## src/rtl/i2c_xfer_seq.sv

```systemverilog
// Register-level transfer sequencer for a byte-oriented I2C master core.
// Walks address/register/data phases, evaluates master status, and recovers from NACK, error and timeout.
module i2c_xfer_seq #(
    parameter int TMO = 20000
) (
    input  logic       clk,
    input  logic       rst,
    input  logic       req,
    input  logic       rnw,
    input  logic [6:0] dev,
    input  logic [7:0] reg_addr,
    input  logic [1:0] len,
    input  logic [7:0] wdat,
    output logic       wtake,
    output logic [7:0] rdat,
    output logic       rvalid,
    output logic       busy,
    output logic       done,
    output logic       err,
    output logic       nack,
    output logic [4:0] m_cmd,
    output logic [7:0] m_dat,
    output logic       m_ws,
    input  logic [3:0] m_stat,
    input  logic [7:0] m_rdat
);

    localparam int TW = (TMO < 4) ? 2 : $clog2(TMO + 1);

    localparam logic [4:0] C_STRT = 5'h01;
    localparam logic [4:0] C_STOP = 5'h02;
    localparam logic [4:0] C_READ = 5'h04;
    localparam logic [4:0] C_WRTE = 5'h08;
    localparam logic [4:0] C_NACK = 5'h10;

    typedef enum logic [2:0] {
        S_IDLE, S_ISSUE, S_WAIT_ACC, S_WAIT_DONE, S_EVAL, S_STOP_ONLY, S_CLRS, S_DONE
    } state_t;

    typedef enum logic [2:0] {
        P_ADDRW, P_REG, P_WDATA, P_ADDRR, P_RDATA
    } phase_t;

    state_t        state_q, state_d;
    phase_t        phase_q, phase_d;
    logic [1:0]    cnt_q, cnt_d;
    logic [TW-1:0] tmo_q, tmo_d;
    logic          rnw_q, rnw_d;
    logic [6:0]    dev_q, dev_d;
    logic [7:0]    reg_q, reg_d;
    logic          stop_q, stop_d;
    logic          err_q, err_d;
    logic          nack_q, nack_d;
    logic [4:0]    cmd_q, cmd_d;
    logic [7:0]    dat_q, dat_d;
    logic [7:0]    rdat_q, rdat_d;
    logic [4:0]    issue_cmd;
    logic [7:0]    issue_dat;

    // Arbitration loss is treated the same as a reported master error.
    logic st_bsy, st_err, st_ack, last_byte;
    assign st_bsy    = m_stat[0];
    assign st_err    = m_stat[1] | m_stat[2];
    assign st_ack    = m_stat[3];
    assign last_byte = (cnt_q == 2'd0);

    always_comb begin
        issue_cmd = 5'h00;
        issue_dat = 8'h00;
        if (stop_q) begin
            issue_cmd = C_STOP;
        end else begin
            case (phase_q)
                P_ADDRW: begin issue_cmd = C_STRT | C_WRTE; issue_dat = {dev_q, 1'b0}; end
                P_REG:   begin issue_cmd = C_WRTE;          issue_dat = reg_q;         end
                P_WDATA: begin
                    issue_cmd = last_byte ? (C_WRTE | C_STOP) : C_WRTE;
                    issue_dat = wdat;
                end
                P_ADDRR: begin issue_cmd = C_STRT | C_WRTE; issue_dat = {dev_q, 1'b1}; end
                P_RDATA: begin
                    issue_cmd = last_byte ? (C_READ | C_NACK | C_STOP) : C_READ;
                    issue_dat = 8'hFF;
                end
                default: ;
            endcase
        end
    end

    always_comb begin
        state_d = state_q;
        phase_d = phase_q;
        cnt_d   = cnt_q;
        rnw_d   = rnw_q;
        dev_d   = dev_q;
        reg_d   = reg_q;
        stop_d  = stop_q;
        err_d   = err_q;
        nack_d  = nack_q;
        rdat_d  = rdat_q;
        cmd_d   = cmd_q;
        dat_d   = dat_q;
        m_ws    = 1'b0;
        wtake   = 1'b0;
        rvalid  = 1'b0;
        rdat    = rdat_q;
        done    = 1'b0;

        case (state_q)
            S_IDLE: if (req) begin
                rnw_d   = rnw;
                dev_d   = dev;
                reg_d   = reg_addr;
                cnt_d   = len;
                err_d   = 1'b0;
                nack_d  = 1'b0;
                stop_d  = 1'b0;
                phase_d = P_ADDRW;
                state_d = S_ISSUE;
            end
            S_ISSUE: begin
                cmd_d   = issue_cmd;
                dat_d   = issue_dat;
                m_ws    = 1'b1;
                wtake   = (phase_q == P_WDATA) && !stop_q;
                state_d = S_WAIT_ACC;
            end
            S_WAIT_ACC: begin
                if (st_err)                 state_d = S_EVAL;
                else if (st_bsy)            state_d = S_WAIT_DONE;
                else if (tmo_q == '0) begin err_d = 1'b1; nack_d = 1'b0; state_d = S_CLRS; end
            end
            S_WAIT_DONE: begin
                if (!st_bsy)                state_d = S_EVAL;
                else if (tmo_q == '0) begin err_d = 1'b1; nack_d = 1'b0; state_d = S_CLRS; end
            end
            S_EVAL: begin
                if (st_err) begin
                    err_d   = 1'b1;
                    nack_d  = 1'b0;
                    state_d = S_CLRS;
                end else if (stop_q) begin
                    state_d = S_DONE;
                end else if (cmd_q[3] && !st_ack) begin
                    err_d   = 1'b1;
                    nack_d  = 1'b1;
                    state_d = cmd_q[1] ? S_DONE : S_STOP_ONLY;
                end else begin
                    state_d = S_ISSUE;
                    case (phase_q)
                        P_ADDRW: phase_d = P_REG;
                        P_REG:   phase_d = rnw_q ? P_ADDRR : P_WDATA;
                        P_ADDRR: phase_d = P_RDATA;
                        default: begin
                            if (phase_q == P_RDATA) begin
                                rvalid = 1'b1;
                                rdat   = m_rdat;
                                rdat_d = m_rdat;
                            end
                            if (last_byte) state_d = S_DONE;
                            else           cnt_d   = cnt_q - 2'd1;
                        end
                    endcase
                end
            end
            S_STOP_ONLY: begin
                stop_d  = 1'b1;
                state_d = S_ISSUE;
            end
            S_CLRS: begin
                if (tmo_q == TW'(2)) begin
                    cmd_d = 5'h00;
                    dat_d = 8'h00;
                    m_ws  = 1'b1;
                end
                if (tmo_q == '0) state_d = S_DONE;
            end
            S_DONE: begin
                done    = 1'b1;
                state_d = S_IDLE;
            end
            default: state_d = S_IDLE;
        endcase

        // The same down-counter times the wait states and the CLRS settle interval.
        if (state_d != state_q)  tmo_d = (state_d == S_CLRS) ? TW'(2) : TW'(TMO - 1);
        else if (tmo_q != '0)    tmo_d = tmo_q - TW'(1);
        else                     tmo_d = tmo_q;
    end

    assign m_cmd = cmd_d;
    assign m_dat = dat_d;
    assign busy  = (state_q != S_IDLE) && (state_q != S_DONE);
    assign err   = err_q;
    assign nack  = nack_q;

    always_ff @(posedge clk) begin
        if (rst) begin
            state_q <= S_IDLE;
            phase_q <= P_ADDRW;
            cnt_q   <= 2'd0;
            tmo_q   <= '0;
            rnw_q   <= 1'b0;
            dev_q   <= 7'h00;
            reg_q   <= 8'h00;
            stop_q  <= 1'b0;
            err_q   <= 1'b0;
            nack_q  <= 1'b0;
            cmd_q   <= 5'h00;
            dat_q   <= 8'h00;
            rdat_q  <= 8'h00;
        end else begin
            state_q <= state_d;
            phase_q <= phase_d;
            cnt_q   <= cnt_d;
            tmo_q   <= tmo_d;
            rnw_q   <= rnw_d;
            dev_q   <= dev_d;
            reg_q   <= reg_d;
            stop_q  <= stop_d;
            err_q   <= err_d;
            nack_q  <= nack_d;
            cmd_q   <= cmd_d;
            dat_q   <= dat_d;
            rdat_q  <= rdat_d;
        end
    end

endmodule

```

## config.mk

```make
export PLATFORM = sky130hd
export DESIGN_NAME = i2c_xfer_seq
export DESIGN_NICKNAME = d
export VERILOG_FILES = /design/src/rtl/i2c_xfer_seq.sv
export SDC_FILE = /design/constraint.sdc
export NUM_CORES = 1
export LEC_CHECK = 0
export ABC_AREA = 0
export BUFFER_PORTS_ARGS = -buffer_cell sky130_fd_sc_hd__buf_2
export CAP_MARGIN = 30
export CORE_MARGIN = 1
export CORE_UTILIZATION = 55
export CTS_CLUSTER_DIAMETER = 100
export CTS_CLUSTER_SIZE = 25
export DETAILED_ROUTE_END_ITERATION = 10
export PLACE_DENSITY = 0.82
export REMOVE_ABC_BUFFERS = 1
export SLEW_MARGIN = 20
export SYNTH_ARGS = -nofsm -noshare
export SYNTH_HDL_FRONTEND = slang
export SYNTH_SLANG_ARGS = --single-unit
```

## constraint.sdc

```tcl
create_clock -name clk -period 3 [get_ports clk]
set_input_delay 0.6 -clock clk [delete_from_list [all_inputs] [get_ports clk]]
set_output_delay 0.6 -clock clk [all_outputs]
set_load 0.03 [all_outputs]
```

==> run summary <==
hold buffer count at cts - 0
Reg-to-Reg Start - tmo_q[0]
CTS Buffer Depth - 2
via count - 3,141
Area growth syn-to-layout - 18.09%
total grt overflow - 0
type of the most critical hold path - reg -> reg
Seq/Total Area, Yosys - 37.44%
synth top area cells - dfxtp_1 37%, nand2_1 7.6%, nor2b_1 5.2%
largest net degree at the start of global routing - 32
Crit Path Class - reg -> out
Total Wirelength - 8192 microns
share of the synthesized area in the top cell type - 37.44%
post-layout minimum cycle time - 2875 ps
r2r setup slk - 510 ps
pre-CTS setup slack - 357.7 ps
Site Rows - 28
critical path endpoint category - output pin
max incr delay on CP - 400 ps
die width - 80.26 microns
Routed WL per cell - 14.68 microns
Worst Skew - 7.203 ps
CTS Root Cell - clkbuf_8
WP data arrival - 2280 ps
Final Hold Viols - 0
Slowest-stage cell, CP - a31oi_1
clk slew on worst S/H paths - 70 ps
Peak Freq - 0.3478 GHz
core area - 0.005921 sq mm
drt first pass iters - 4
Post-synth ARST share - 0%
Slew @ Worst Pin - 731.9 ps
vias in the first global route - 2,914
Synth Warn # - 0
nets@finish - 523
maximum vdd ir drop - 0.5316 mV
initial DRC count - 158
global router's overall resource usage - 26.87%
syn avg cell area - 8.156 sq um
leading area contributor after synthesis - dfxtp_1
initial core utilization - 56.89%
crit-path cells - inv_1 > ha_1 > and4_1 > a31oi_1 > buf_2 > nand2_1 > o21ai_0 > buf_2
final setup fails - 0
cell mode on critical path - buf_2
Clock Sinks - 63
Startpoint Class - flop
Final Slew Violations - 0
die area - 0.006441 sq mm
PwrDens - 733.6 mW/mm^2
end of the worst register-to-register path - tmo_q[14]
Vias/cell - 5.629
critical path fanouts, max - 10
Diodes inserted - 0
CTS buffer count - 9
outcome - completed
H-tree depth - 3
max cap viols - 0
Top FF cell, synth - dfxtp_1
setup tns final - 0 ps
initial antenna violation count - 0
Setup crit start - tmo_q[0]
post-route setup slack - 124.9 ps
first-pass GRT wire length - 13,290 microns
share of cells above drive strength 1 - 26.09%
Gate Count Post-Synth - 413
I/O Pins - 69
WP data required - 2400 ps
worst skew pair latency - 340 ps
LEAKAGE - 0.001696 uW
Residual DRC - 0
RePlAce Congestion - 0.8556
relative slew slack - 50.76%
Final period util - 95.84%
Routed Antenna Nets - 0
Post-synth EDFFs - 0
Netlist cell types - 67
CTS tree - built
Reg2Reg Depth - 8
post-synthesis instance area - 0.003368 sq mm
port bufs - 68
filler cell count in the final layout - 514
setup repair after global routing missed its margin - false
Die Ht - 80.26 microns
Critical Path Sink - m_dat[3]
dpl hpwl - 5901 microns
register bit total from synthesis - 63
-- cells in the mapped netlist (5+ instances only) --
library cell   n
a211oi_1       7
a21oi_1       32
a31oi_1        5
buf_2          6
clkbuf_1      15
dfxtp_1       63
inv_1         13
mux2_2         8
nand2_1       68
nand2b_1       5
nand3_1        6
nand3b_1       8
nor2_1        30
nor2b_1       28
nor3_1         8
o21ai_0       18
o22ai_1        7
xor2_1         8
-- layout by cell type (no fill, tap or decap), types with 6 or more instances in the layout --
cell type / instances
buf_2: 69
nand2_1: 68
dfxtp_1: 63
a21oi_1: 32
nor2_1: 30
nor2b_1: 27
o21ai_0: 18
inv_1: 13
buf_4: 12
clkbuf_8: 11
nand3b_1: 8
nor3_1: 8
xor2_1: 8
mux2_2: 8
a211oi_1: 7
o22ai_1: 7
nand3_1: 6
-- state kept, by name, indices dropped and copies added (netlist names) --
signal,count
nack,1
cmd_q,5
state_q,3
tmo_q,15
dat_q,8
cnt_q,2
rdat_q,8
dev_q,7
rnw_q,1
stop_q,1
phase_q,3
err,1
reg_q,8
-- report_power, final --
group          internal, uW  switching (uW)  leakage [uW]
sequential              966             115      0.000514
clock                   423             318     0.0000985
combinational           426             669       0.00108
total                  1820            1100       0.00170
-- kinds of logic (layout without fill, tap and decap cells) --
family	after synthesis	count (layout)	synth area share, %
muxes	11	11	3.566
and+or+nand+nor	185	185	30.54
adders and majority gates	3	3	1.115
buffers and inverters	39	109	5.015
AOI/OAI and AO/OA	101	101	19.47
xor gates and xnor gates	11	11	2.861
DFF	63	63	37.44
-- worst max-delay path, delay by kind of cell, from the launching register on --
kind / cells / cell delay, ps
AOI/OAI and AO/OA: 2 / 500
adders and majority gates: 1 / 200
buffers and inverters: 3 / 650
DFF: 1 / 360
and+or+nand+nor: 2 / 240
-- worst min-delay path by stage --
| stage | from | end | cells past startpoint |
|---|---|---|---|
| 6_report | reg_q[7] | reg_q[7] | 2 |
| 5_1_grt | reg_q[7] | reg_q[7] | 2 |
| 4_1_cts | reg_q[7] | reg_q[7] | 2 |
| 3_5_place_dp | dev_q[3] | dev_q[3] | 2 |
| 3_3_place_gp | rnw_q | rnw_q | 2 |
| 2_1_floorplan | rnw_q | rnw_q | 2 |
-- metal layers --
layer / wire, microns / vias to the layer above / track usage [%]
met1: 3684 / 1483 / 33.26
met2: 4056 / 74 / 45.98
met4: 106 / 0 / 7.679
li1: - / 1574 / -
met5: 0 / - / 0
met3: 345 / 10 / 6.591
-- metrics by stage --
step / utilization [%] / area, sq um / total power [uW] / std cells / hold slack (ps)
3_3_place_gp: 63.72 / 3772 / 2150 / 542 / 442.2
6_report: 67.18 / 3978 / 2918 / 558 / 453.8
4_1_cts: 67.14 / 3975 / 2922 / 558 / 455.6
2_1_floorplan: - / 3248 / 1872 / 387 / 425.7
5_1_grt: 67.18 / 3978 / 3088 / 558 / 482.2
3_5_place_dp: 63.80 / 3777 / 2173 / 543 / 447.2
-- area by class of cell --
cell class / instances / area (sq um) / area share [%]
Clock buffer: 12 / 155.1 / 3.901
Clock inverter: 3 / 42.54 / 1.070
Inverter: 13 / 48.80 / 1.227
Multi-Input combinational cell: 311 / 1941 / 48.79
Sequential cell: 63 / 1261 / 31.71
Tap cell: 75 / 93.84 / 2.359
Timing Repair Buffer: 81 / 435.4 / 10.95
-- timing repair --
item                                    in CTS  in global routing
gates resized for setup                      0                  1
endpoints found under the setup margin       0                  3
buffers inserted                             0                  0
Note: power is estimated with default switching activity, not from simulation.
